$ cat src/rtl/csa_chunk_collector.sv
// rtl/csa_chunk_collector.sv - assembles 4-bit adder slice beats into a WIDTH-bit sum
// Folds the previous beat's carry into each nibble and hands words out on a valid/ready port.
module csa_chunk_collector #(
    parameter int N_CHUNKS = 4,
    parameter int WIDTH    = 4 * N_CHUNKS
) (
    input  logic             i_clk,
    input  logic             i_rst_n,
    input  logic [3:0]       i_sum,
    input  logic             i_cout,
    input  logic             i_valid,
    input  logic             i_first,
    output logic             in_ready,
    output logic [WIDTH-1:0] result,
    output logic             result_cout,
    output logic             result_valid,
    input  logic             i_out_ready,
    output logic             framing_err
);

    localparam int CW = (N_CHUNKS > 1) ? $clog2(N_CHUNKS) : 1;
    localparam logic [CW-1:0] LAST = CW'(N_CHUNKS - 1);

    logic [CW-1:0]    cnt;
    logic             c;
    logic [WIDTH-1:0] acc;

    logic [CW-1:0]    k;
    logic             cin;
    logic [3:0]       nib;
    logic             cnext;
    logic             is_last;
    logic             accept;
    logic             cnt_next_is_last;
    logic [WIDTH-1:0] acc_new;

    // Only a final beat can be refused; earlier beats overlap a held result.
    assign cnt_next_is_last = (N_CHUNKS == 1) || (cnt == LAST);
    assign in_ready         = ~(cnt_next_is_last & result_valid & ~i_out_ready);
    assign accept           = i_valid & in_ready;

    assign k       = i_first ? '0 : cnt;
    assign cin     = (i_first || cnt == '0) ? 1'b0 : c;
    assign nib     = i_sum + {3'b000, cin};
    assign cnext   = i_cout | (cin & (&i_sum));
    assign is_last = (k == LAST);

    always_comb begin
        acc_new = acc;
        for (int i = 0; i < N_CHUNKS; i++) begin
            if (i == int'(k)) begin
                acc_new[4*i +: 4] = nib;
            end
        end
    end

    always_ff @(posedge i_clk or negedge i_rst_n) begin
        if (!i_rst_n) begin
            cnt          <= '0;
            c            <= 1'b0;
            acc          <= '0;
            result       <= '0;
            result_cout  <= 1'b0;
            result_valid <= 1'b0;
            framing_err  <= 1'b0;
        end else begin
            framing_err <= accept & i_first & (cnt != '0);
            if (accept) begin
                acc <= acc_new;
                if (is_last) begin
                    cnt <= '0;
                    c   <= 1'b0;
                end else begin
                    cnt <= k + 1'b1;
                    c   <= cnext;
                end
            end
            // A completing word wins over the consumer's acceptance: no bubble.
            if (accept && is_last) begin
                result       <= acc_new;
                result_cout  <= cnext;
                result_valid <= 1'b1;
            end else if (i_out_ready) begin
                result_valid <= 1'b0;
            end
        end
    end

endmodule

$ cat config.mk
export PLATFORM = sky130hd
export DESIGN_NAME = csa_chunk_collector
export DESIGN_NICKNAME = d
export VERILOG_FILES = /design/src/rtl/csa_chunk_collector.sv
export SDC_FILE = /design/constraint.sdc
export NUM_CORES = 1
export LEC_CHECK = 0
export BUFFER_PORTS_ARGS = -buffer_cell sky130_fd_sc_hd__buf_4
export CORE_ASPECT_RATIO = 0.7
export CORE_UTILIZATION = 55
export CTS_CLUSTER_SIZE = 16
export DETAILED_ROUTE_END_ITERATION = 7
export PLACE_DENSITY_LB_ADDON = 0.08
export RECOVER_POWER = 100
export SETUP_SLACK_MARGIN = 0.15
export SYNTH_ARGS = -nofsm -noshare
export SYNTH_HDL_FRONTEND = slang
export SYNTH_SLANG_ARGS = --single-unit
$ cat constraint.sdc
create_clock -name i_clk -period 3.2 [get_ports i_clk]
set_input_delay 0.48 -clock i_clk [delete_from_list [all_inputs] [get_ports i_clk]]
set_output_delay 0.48 -clock i_clk [all_outputs]
set_load 0.01 [all_outputs]
**Yosys cells after proc, flatten, opt, wreduce, memory -nomap -nowiden**

Index checks and enable logic that the tools add are counted.

- $add $sub $neg: 2
- Multiply operators: 0
- Div/mod/pow operators: 0
- Magnitude comparators: 0
- Equality and inequality tests: 5
- Shift operators: 0
- Muxes and demuxes: 10
- Bitwise operators: 9
- Reduce and logical (&&, ||, !) cells: 7

Operator list:

| operator | number |
|---|---|
| 4-bit 2-to-1 mux | 4 |
| 1-bit bitwise AND | 6 |
| 4-bit by 1-bit adder with 4-bit output | 1 |
| 2-bit equality test (first input constant) | 2 |
| 2-bit equality test (second input constant) | 2 |
| 2-bit logical NOT | 2 |
| 1-bit 2-to-1 mux | 4 |
| 2-bit 2-to-1 mux | 2 |
| 4-bit AND reduction | 1 |
| 2-bit nonzero test | 2 |
| 2-bit by 1-bit adder with 2-bit output (second input constant) | 1 |
| 1-bit by 2-bit equality test with 1-bit output (first input constant) | 1 |
| 1-bit inverter | 2 |
| 1-bit logical AND | 1 |
| 1-bit logical OR | 1 |
| 1-bit bitwise OR | 1 |

- Register bits: 38
- Latch bits: 0
- RAM bits: 0
- Bits in read-only memories: 0
- Input bits: 10
- Output and inout bits: 20
- Word-level logic and storage cells: 40
- Memories kept: 0

**Logic depth before layout (Yosys ltp)**

Gate-level depths: netlist of run 1.

- Depth after elaboration: 7
- Mapped depth: 8
- Mapped depth without buffers: 8

**Worst setup path before layout of run 1**

Ideal clock, no wire load.

- Path type: reg-to-reg
- Start: reg cnt[0]
- End: reg result[2]
- Library setup time: 128 ps
- Data arrival time: 1592 ps
- Data required time: 3072 ps
- Setup slack: 1481 ps
- Stages on the path, launching flop included: 9
- Path buffers: 0
- Period minus slack after synthesis: 1719 ps
- Path through: dfrtp_1 > nor2_1 > nor3b_2 > ha_1 > ha_1 > xnor2_1 > nand2_1 > o21ai_0 > o21ai_0

- Word-level cells in the longest chain between the ends: 6
- Elaborated cells on any way between the ends: 14
- Those cells by class: add/sub: 1; eq/ne: 2; mux: 3; bitwise: 4; reduce/logical: 4

RTL lines:

| element | RTL line | RTL |
|---|---|---|
| start: declaration | 24 | `logic [CW-1:0] cnt;` |
| start signal: assignment | 74 | `cnt <= k + 1'b1;` |
| parallel branches: the longest is 6 deep, another holds 4-bit by 1-bit adder with 4-bit output | -- |  |
| end signal: assignment | 80 | `result <= acc_new;` |
| end: declaration | 14 | `output logic [WIDTH-1:0] result,` |

Several ways; the timed one is not identified.
A chain may end at the register's enable or synchronous reset.

**Worst setup path after layout of run 1**

- Start: reg cnt[0]
- End: reg result[7]

The elaborated chain is that of the path after synthesis.

==> results of run 1 <==
-- metal layers --
| metal | track usage (%) | vias to the layer above | part of all wire [%] |
|---|---|---|---|
| met4 | 6.087 | 0 | 0.72 |
| met2 | 36.08 | 34 | 46 |
| li1 | - | 536 | - |
| met5 | 0 | - | 0 |
| met3 | 8.911 | 4 | 6.7 |
| met1 | 26.23 | 524 | 47 |
-- state kept, by name (all words and copies together), names as in the netlist --
register      flops
c                 1
result_valid      1
result_cout       1
result           16
framing_err       1
acc              12
cnt               2
-- stage by stage --
stage | util (%) | hold WS (ns)
after CTS | 72.17 | 0.1486
after global routing | 68.13 | 0.4077
after global placement | 68.95 | 0.4372
after detailed placement | 68.95 | 0.4418
final | 68.13 | 0.3895
after floorplan | - | 0.1844
-- cell families (layout without fill, tap and decap cells) --
logic type / Yosys count / count (layout) / synth area share (%)
buffers and inverters: 10 / 38 / 3.537
adder cells (fa/ha/maj): 6 / 6 / 4.823
XOR/XNOR: 2 / 2 / 1.126
multiplexers: 13 / 13 / 8.923
flip-flops: 34 / 34 / 54.66
AND/OR/NAND/NOR: 45 / 45 / 15.27
AO/OA/AOI/OAI: 31 / 31 / 11.66
-- worst max-delay path: cells and delay by family, from the launching register on --
| kind | cells | cell delay [ns] |
|---|---|---|
| adders and majority gates | 1 | 0.19 |
| DFF | 1 | 0.40 |
| AOI/OAI and AO/OA | 2 | 0.62 |
| and+or+nand+nor | 2 | 0.96 |
| buffers and inverters | 1 | 0.09 |
-- final cells by class --
type / instances / area, um^2 / area share [%]
tap: 34 / 42.54 / 2.429
clock buffer: 6 / 82.58 / 4.714
multi-input combinational: 97 / 625.6 / 35.71
timing repair buffer: 29 / 138.9 / 7.929
inverter: 3 / 11.26 / 0.6429
sequential: 34 / 850.8 / 48.57
-- worst paths after layout --
path                                   from           end  cells past startpoint
worst max-delay path                 cnt[0]     result[7]                      6
worst min-delay path            i_out_ready  result_valid                      2
worst max register to register       cnt[0]     result[7]                      6
worst min register to register   result[12]    result[12]                      2
max in group asynchronous           i_rst_n        acc[4]                      1
min in group asynchronous           i_rst_n   framing_err                      1
-- cells in the final DEF, fill, tap and decap left out --
| cell | n |
|---|---|
| a211oi_1 | 3 |
| a21o_1 | 3 |
| a21oi_1 | 1 |
| and3_4 | 1 |
| and4_1 | 1 |
| buf_4 | 8 |
| clkbuf_1 | 21 |
| clkbuf_8 | 6 |
| dfrtp_1 | 34 |
| ha_1 | 6 |
| inv_1 | 3 |
| mux2_2 | 7 |
| mux2i_1 | 6 |
| nand2_1 | 27 |
| nand2_2 | 2 |
| nand3_1 | 5 |
| nand4b_1 | 1 |
| nor2_1 | 4 |
| nor3b_1 | 2 |
| o21a_1 | 2 |
| o21ai_0 | 20 |
| o22a_1 | 1 |
| o31ai_1 | 1 |
| or2b_1 | 2 |
| xnor2_1 | 1 |
| xor2_1 | 1 |
-- power by group --
group	leakage [uW]	switching [uW]	internal [uW]	total (uW)
Combinational	0.000358	235	174	409
Sequential	0.000420	89.7	605	695
Clock	0.0000431	131	165	297
Total	0.000822	456	945	1400
==> results.json, run 1 <==
{
  "outcome": "finished, violations left",
  "failed_checks": "capacitance limit, slew limit",
  "synthToLayoutAreaGrowth_pct": 12.54,
  "syn_avg_cell_area_um2": 11.04,
  "leakage_uw": 0.0008218,
  "required_ns": 3.41,
  "grt_pass1_vias": 1038,
  "drive_gt1_share_pct": 14.20,
  "synth.top_cell.area_share_pct": 54.66,
  "async_flop_share_pct": 100.0,
  "grt_max_degree": 35,
  "clock_skew_ns": 0.002649,
  "root_buffer": "clkbuf_8",
  "gr-total-overflow": 0,
  "start_util_pct": 60.54,
  "h-tree-depth": 2,
  "synthCells": 141,
  "num_rows": 15,
  "crit_slowest_cell": "nand3_1",
  "dpl-instance-area_um2": 1773,
  "nets": 186,
  "slew_violations": 35,
  "cts_resized": 0,
  "grt_pass1_wl_mm": 4.609,
  "cts_post_setup_buffers_inserted": 0,
  "initialDrtViolationCount": 47,
  "die_h_um": 46.51,
  "fill_cells": 202,
  "yosysTopAreaCell": "dfrtp_1",
  "tns_ns": 0,
  "synth_ff_type": "dfrtp_1",
  "dieArea_um2": 3050,
  "synth_nets": 157,
  "insertion_delay_ns": 0.27,
  "io_buffers": 29,
  "dpl_worst_slack_ns": 1.022,
  "cts_tree": "done",
  "grtUsageTotal_pct": 21.62,
  "ys_top_cells_by_count": "34 x dfrtp_1, 27 x nand2_1, 20 x o21ai_0, 7 x mux2_2",
  "cts_made_buffers": 5,
  "rsz0062_at_grt": "no",
  "final_cells": 203,
  "vdd_drop_max_mv": 0.4741,
  "chipWidth_um": 65.59,
  "period_needed_ns": 2.323,
  "max-slew-margin-rel_pct": -14.74,
  "setup-violations-final": 0,
  "antenna_found_initial": 0,
  "maxCapViolCount": 1,
  "design_area_um2": 1752,
  "power_uw": 1400,
  "ys_types": 29,
  "worstSetupPathType": "reg2reg",
  "drt-total-wl_mm": 2.903,
  "num_io_pins": 30,
  "viasPerCell": 5.409,
  "synth.area.top_cells": "dfrtp_1 55%, nand2_1 6.5%, o21ai_0 6.4%, mux2_2 5.1%, ha_1 4.8%",
  "dp_cells": 197,
  "cp_cell_sequence": "or2b_1 > inv_1 > ha_1 > nand3_1 > a211oi_1 > a21o_1",
  "core-area_um2": 2571,
  "cts_hold_buf": 0,
  "fmax_ghz": 0.4304,
  "clk_pin_slew_ns": 0.06,
  "worstMarginPinSlew_ns": 1.721,
  "syn-cell-area_um2": 1556,
  "start_kind": "register",
  "p_per_area_nw_per_um2": 799.5,
  "drc": 0,
  "cts_sinks": 34,
  "cp-end-kind": "register",
  "critPathMaxFanout": 29,
  "max_stage_delay_ns": 0.67,
  "gp_congestion": 0.7932,
  "worst_slack_ns": 0.8767,
  "hold_path.class": "in2reg",
  "cp.arrival_ns": 2.54,
  "synth_edf_count": 0,
  "vias": 1098,
  "post_drt_wl_per_cell_um": 14.30,
  "ys_seq_elements": 34,
  "r2r_slack_ns": 0.88,
  "max-clock-path-buffers": 2,
  "yosysMostFrequentCell": "dfrtp_1",
  "hold_viol": 0,
  "drtAntennaViolNets": 0,
  "diodes": 0,
  "ys_seq_area_share_pct": 54.66,
  "dp_hpwl_mm": 2.048,
  "yosys_warnings": 0,
  "first_pass_iters": 5,
  "post-route-period-util_pct": 72.60
}
Note: power is estimated with default switching activity, not from simulation.
==> inputs of run 2 (changes only) <==
Settings changed: ABC_AREA set to 1, CORE_UTILIZATION 55 to 49.
Clock period 3.2 ns to 2.1 ns, I/O delays scaled along.
==> run 2 against run 1 <==
Against the previous run:
- the run now ends clean
- power increased by 45%
- design area increased by 7.5%
- critical path depth increased by 2
- non-clock buffer count increased by 1
- sequential share of layout area decreased by 3.4 points
- global-route usage decreased by 0.16 points
- core utilization decreased by 8.7 points
- synthesized cell count increased by 44%
- worst hold slack got worse by 0.17 ns
- combinational power increased by 24%
- clock power increased by 98%
- clock skew increased by 0.0048 ns
- largest cell class unchanged
- highest routed layer unchanged
==> results.json, run 2 <==
{
  "cts_made_buffers": 5,
  "core-area_um2": 3169,
  "grt_max_degree": 35,
  "gr-total-overflow": 0,
  "max_stage_delay_ns": 0.41,
  "synthCells": 203,
  "viasPerCell": 4.993,
  "chipWidth_um": 71.10,
  "reg2reg_to": "result[9]",
  "vdd_drop_max_mv": 0.6017,
  "cts_resized": 0,
  "p_per_area_nw_per_um2": 1079,
  "period_needed_ns": 1.703,
  "rr_worst_depth": 8,
  "num_io_pins": 30,
  "clk_pin_slew_ns": 0.07,
  "syn-cell-area_um2": 1638,
  "clock_power_share_pct": 29.0,
  "synth.top_cell.area_share_pct": 51.95,
  "num_rows": 17,
  "drt-total-wl_mm": 3.452,
  "vias": 1363,
  "dieArea_um2": 3581,
  "synth.area.top_cells": "dfrtp_1 52%, nand2_1 21%, ha_1 4.6%, inv_1 4.1%, nand3_1 3.4%",
  "cts_post_setup_buffers_inserted": 0,
  "cts_sinks": 34,
  "hold_path.class": "in2reg",
  "post_drt_wl_per_cell_um": 12.64,
  "p_comb_share_pct": 25.0,
  "cp-end-kind": "register",
  "switching_share_pct": 32.03,
  "required_ns": 2.27,
  "grt_pass1_vias": 1252,
  "ys_top_cells_by_count": "93 x nand2_1, 34 x dfrtp_1, 18 x inv_1, 11 x nand3_1",
  "nets": 250,
  "final_cell_mix": "94 x nand2_1, 34 x dfrtp_1, 22 x clkbuf_1, 18 x inv_1, 14 x o21ai_0",
  "rsz0062_at_grt": "no",
  "grt_pass1_wl_mm": 5.692,
  "r2r_start": "cnt[1]",
  "async_flop_share_pct": 100.0,
  "yosysMostFrequentCell": "nand2_1",
  "holdPathEnd": "result_valid",
  "initialDrtViolationCount": 91,
  "dpl_worst_slack_ns": 0.3773,
  "regMostFlops": "result",
  "synth_ff_type": "dfrtp_1",
  "fmax_ghz": 0.5872,
  "critPathMaxFanout": 21,
  "ys_seq_area_share_pct": 51.95,
  "synthToLayoutAreaGrowth_pct": 14.97,
  "utilization_pct": 59.42,
  "final_common_cell": "nand2_1",
  "antenna_found_initial": 0,
  "slew_violations": 0,
  "post-route-period-util_pct": 81.09,
  "worst_slack_ns": 0.3970,
  "reg_top3": "result (16), acc (12), cnt (2)",
  "die_h_um": 50.37,
  "leakage_uw": 0.001010,
  "synth_nets": 219,
  "crit_slowest_cell": "dfrtp_1",
  "synth_edf_count": 0,
  "dp_hpwl_mm": 2.428,
  "root_buffer": "clkbuf_8",
  "fill_cells": 305,
  "cp_common_cell": "nand2_1",
  "hold_viol": 0,
  "cts_tree": "done",
  "h-tree-depth": 2,
  "drive_gt1_share_pct": 9.362,
  "yosys_warnings": 0,
  "start_kind": "register",
  "p_switching_uw": 650.8,
  "start_util_pct": 51.68,
  "grtUsageTotal_pct": 21.45,
  "maxCapViolCount": 0,
  "io_buffers": 29,
  "setup-violations-final": 0,
  "diodes": 0,
  "tns_ns": 0,
  "ys_types": 19,
  "largest_reg_flops": 16,
  "max-clock-path-buffers": 2,
  "cts_hold_buf": 1,
  "insertion_delay_ns": 0.29,
  "outcome": "completed",
  "r2r_slack_ns": 0.40,
  "pwr-share-seq_pct": 46.0,
  "ys_seq_elements": 34,
  "syn_avg_cell_area_um2": 8.068,
  "cp_cell_sequence": "nand2_1 > inv_1 > nand2_1 > nand2_4 > inv_2 > nand2_2 > nand2_1 > nand2_1",
  "first_pass_iters": 8,
  "worstMarginPinSlew_ns": 0.8510,
  "worstSetupPathType": "reg2reg",
  "hp-start": "i_out_ready",
  "drc": 0,
  "gp_congestion": 0.8381,
  "cp.arrival_ns": 1.88,
  "clock_skew_ns": 0.007478,
  "hold_depth": 2,
  "yosysTopAreaCell": "dfrtp_1",
  "cell_internal_pwr_uw": 1381,
  "max-slew-margin-rel_pct": 43.27,
  "drtAntennaViolNets": 0
}
[run 2: changes by cell type in the layout (fill, tap and decap cells not counted), moves of 3 or more]
cell | previous run | this run
nand2_1 | 27 | 94
a21o_1 | 3 | 0
or2_2 | 0 | 3
mux2i_1 | 6 | 0
o21ai_0 | 20 | 14
a211oi_1 | 3 | 0
inv_1 | 3 | 18
nand3_1 | 5 | 11
nor2_1 | 4 | 8
mux2_2 | 7 | 0
[run 2: kinds of logic after synthesis]
group                      synth area share, %
AOI/OAI and AO/OA                        5.195
DFF                                      51.95
and+or+nand+nor                          30.79
buffers and inverters                    7.486
adders and majority gates                4.584
[run 2: worst max-delay path by stage]
stage	start	to	slack, ns	cells after the start
floorplan	cnt[0]	acc[5]	0.62	8
global placement	i_first	result[10]	0.42	12
detailed placement	i_first	result[6]	0.38	12
CTS	cnt[0]	acc[1]	0.44	8
global route	cnt[0]	result[10]	0.23	10
finish	cnt[1]	result[9]	0.40	8
[run 2: per-layer routing]
metal	share of wire, %	global-route usage [%]
met5	0	0
met4	1.6	8.000
met3	3.5	5.422
met2	45	34.29
met1	50	28.40
[run 2: power by group through the flow]
stage	clock, uW	sequential (uW)	combinational (uW)
finish	589	934	508
global route	622	957	581
CTS	595	939	622
detailed placement	0	950	619
global placement	0	942	605
floorplan	0	1000	268
[run 2: worst max-delay path, delay by kind of cell, from the launching register on]
family        cells  cell delay (ns)
buf+inv           2             0.34
flops             1             0.41
simple gates      6             0.85
[run 2: final cells by class]
class	count	area [um^2]	area share [%]
multi-input cells	144	656.9	34.88
clock inverters	1	30.03	1.595
well taps	38	47.55	2.525
repair buffers	30	150.1	7.973
flip-flops and latches	34	850.8	45.18
inverters	19	71.32	3.787
clock buffers	7	76.32	4.053
[run 2: through the flow]
stage | cells | hold slack, ns | cell area, um^2 | power (uW)
4_1_cts | 273 | 0.2110 | 1968 | 2156
3_3_place_gp | 264 | 0.2796 | 1852 | 1547
6_report | 273 | 0.2157 | 1883 | 2031
2_1_floorplan | 203 | 0.01941 | 1638 | 1270
5_1_grt | 273 | 0.2304 | 1883 | 2160
3_5_place_dp | 264 | 0.2864 | 1852 | 1569
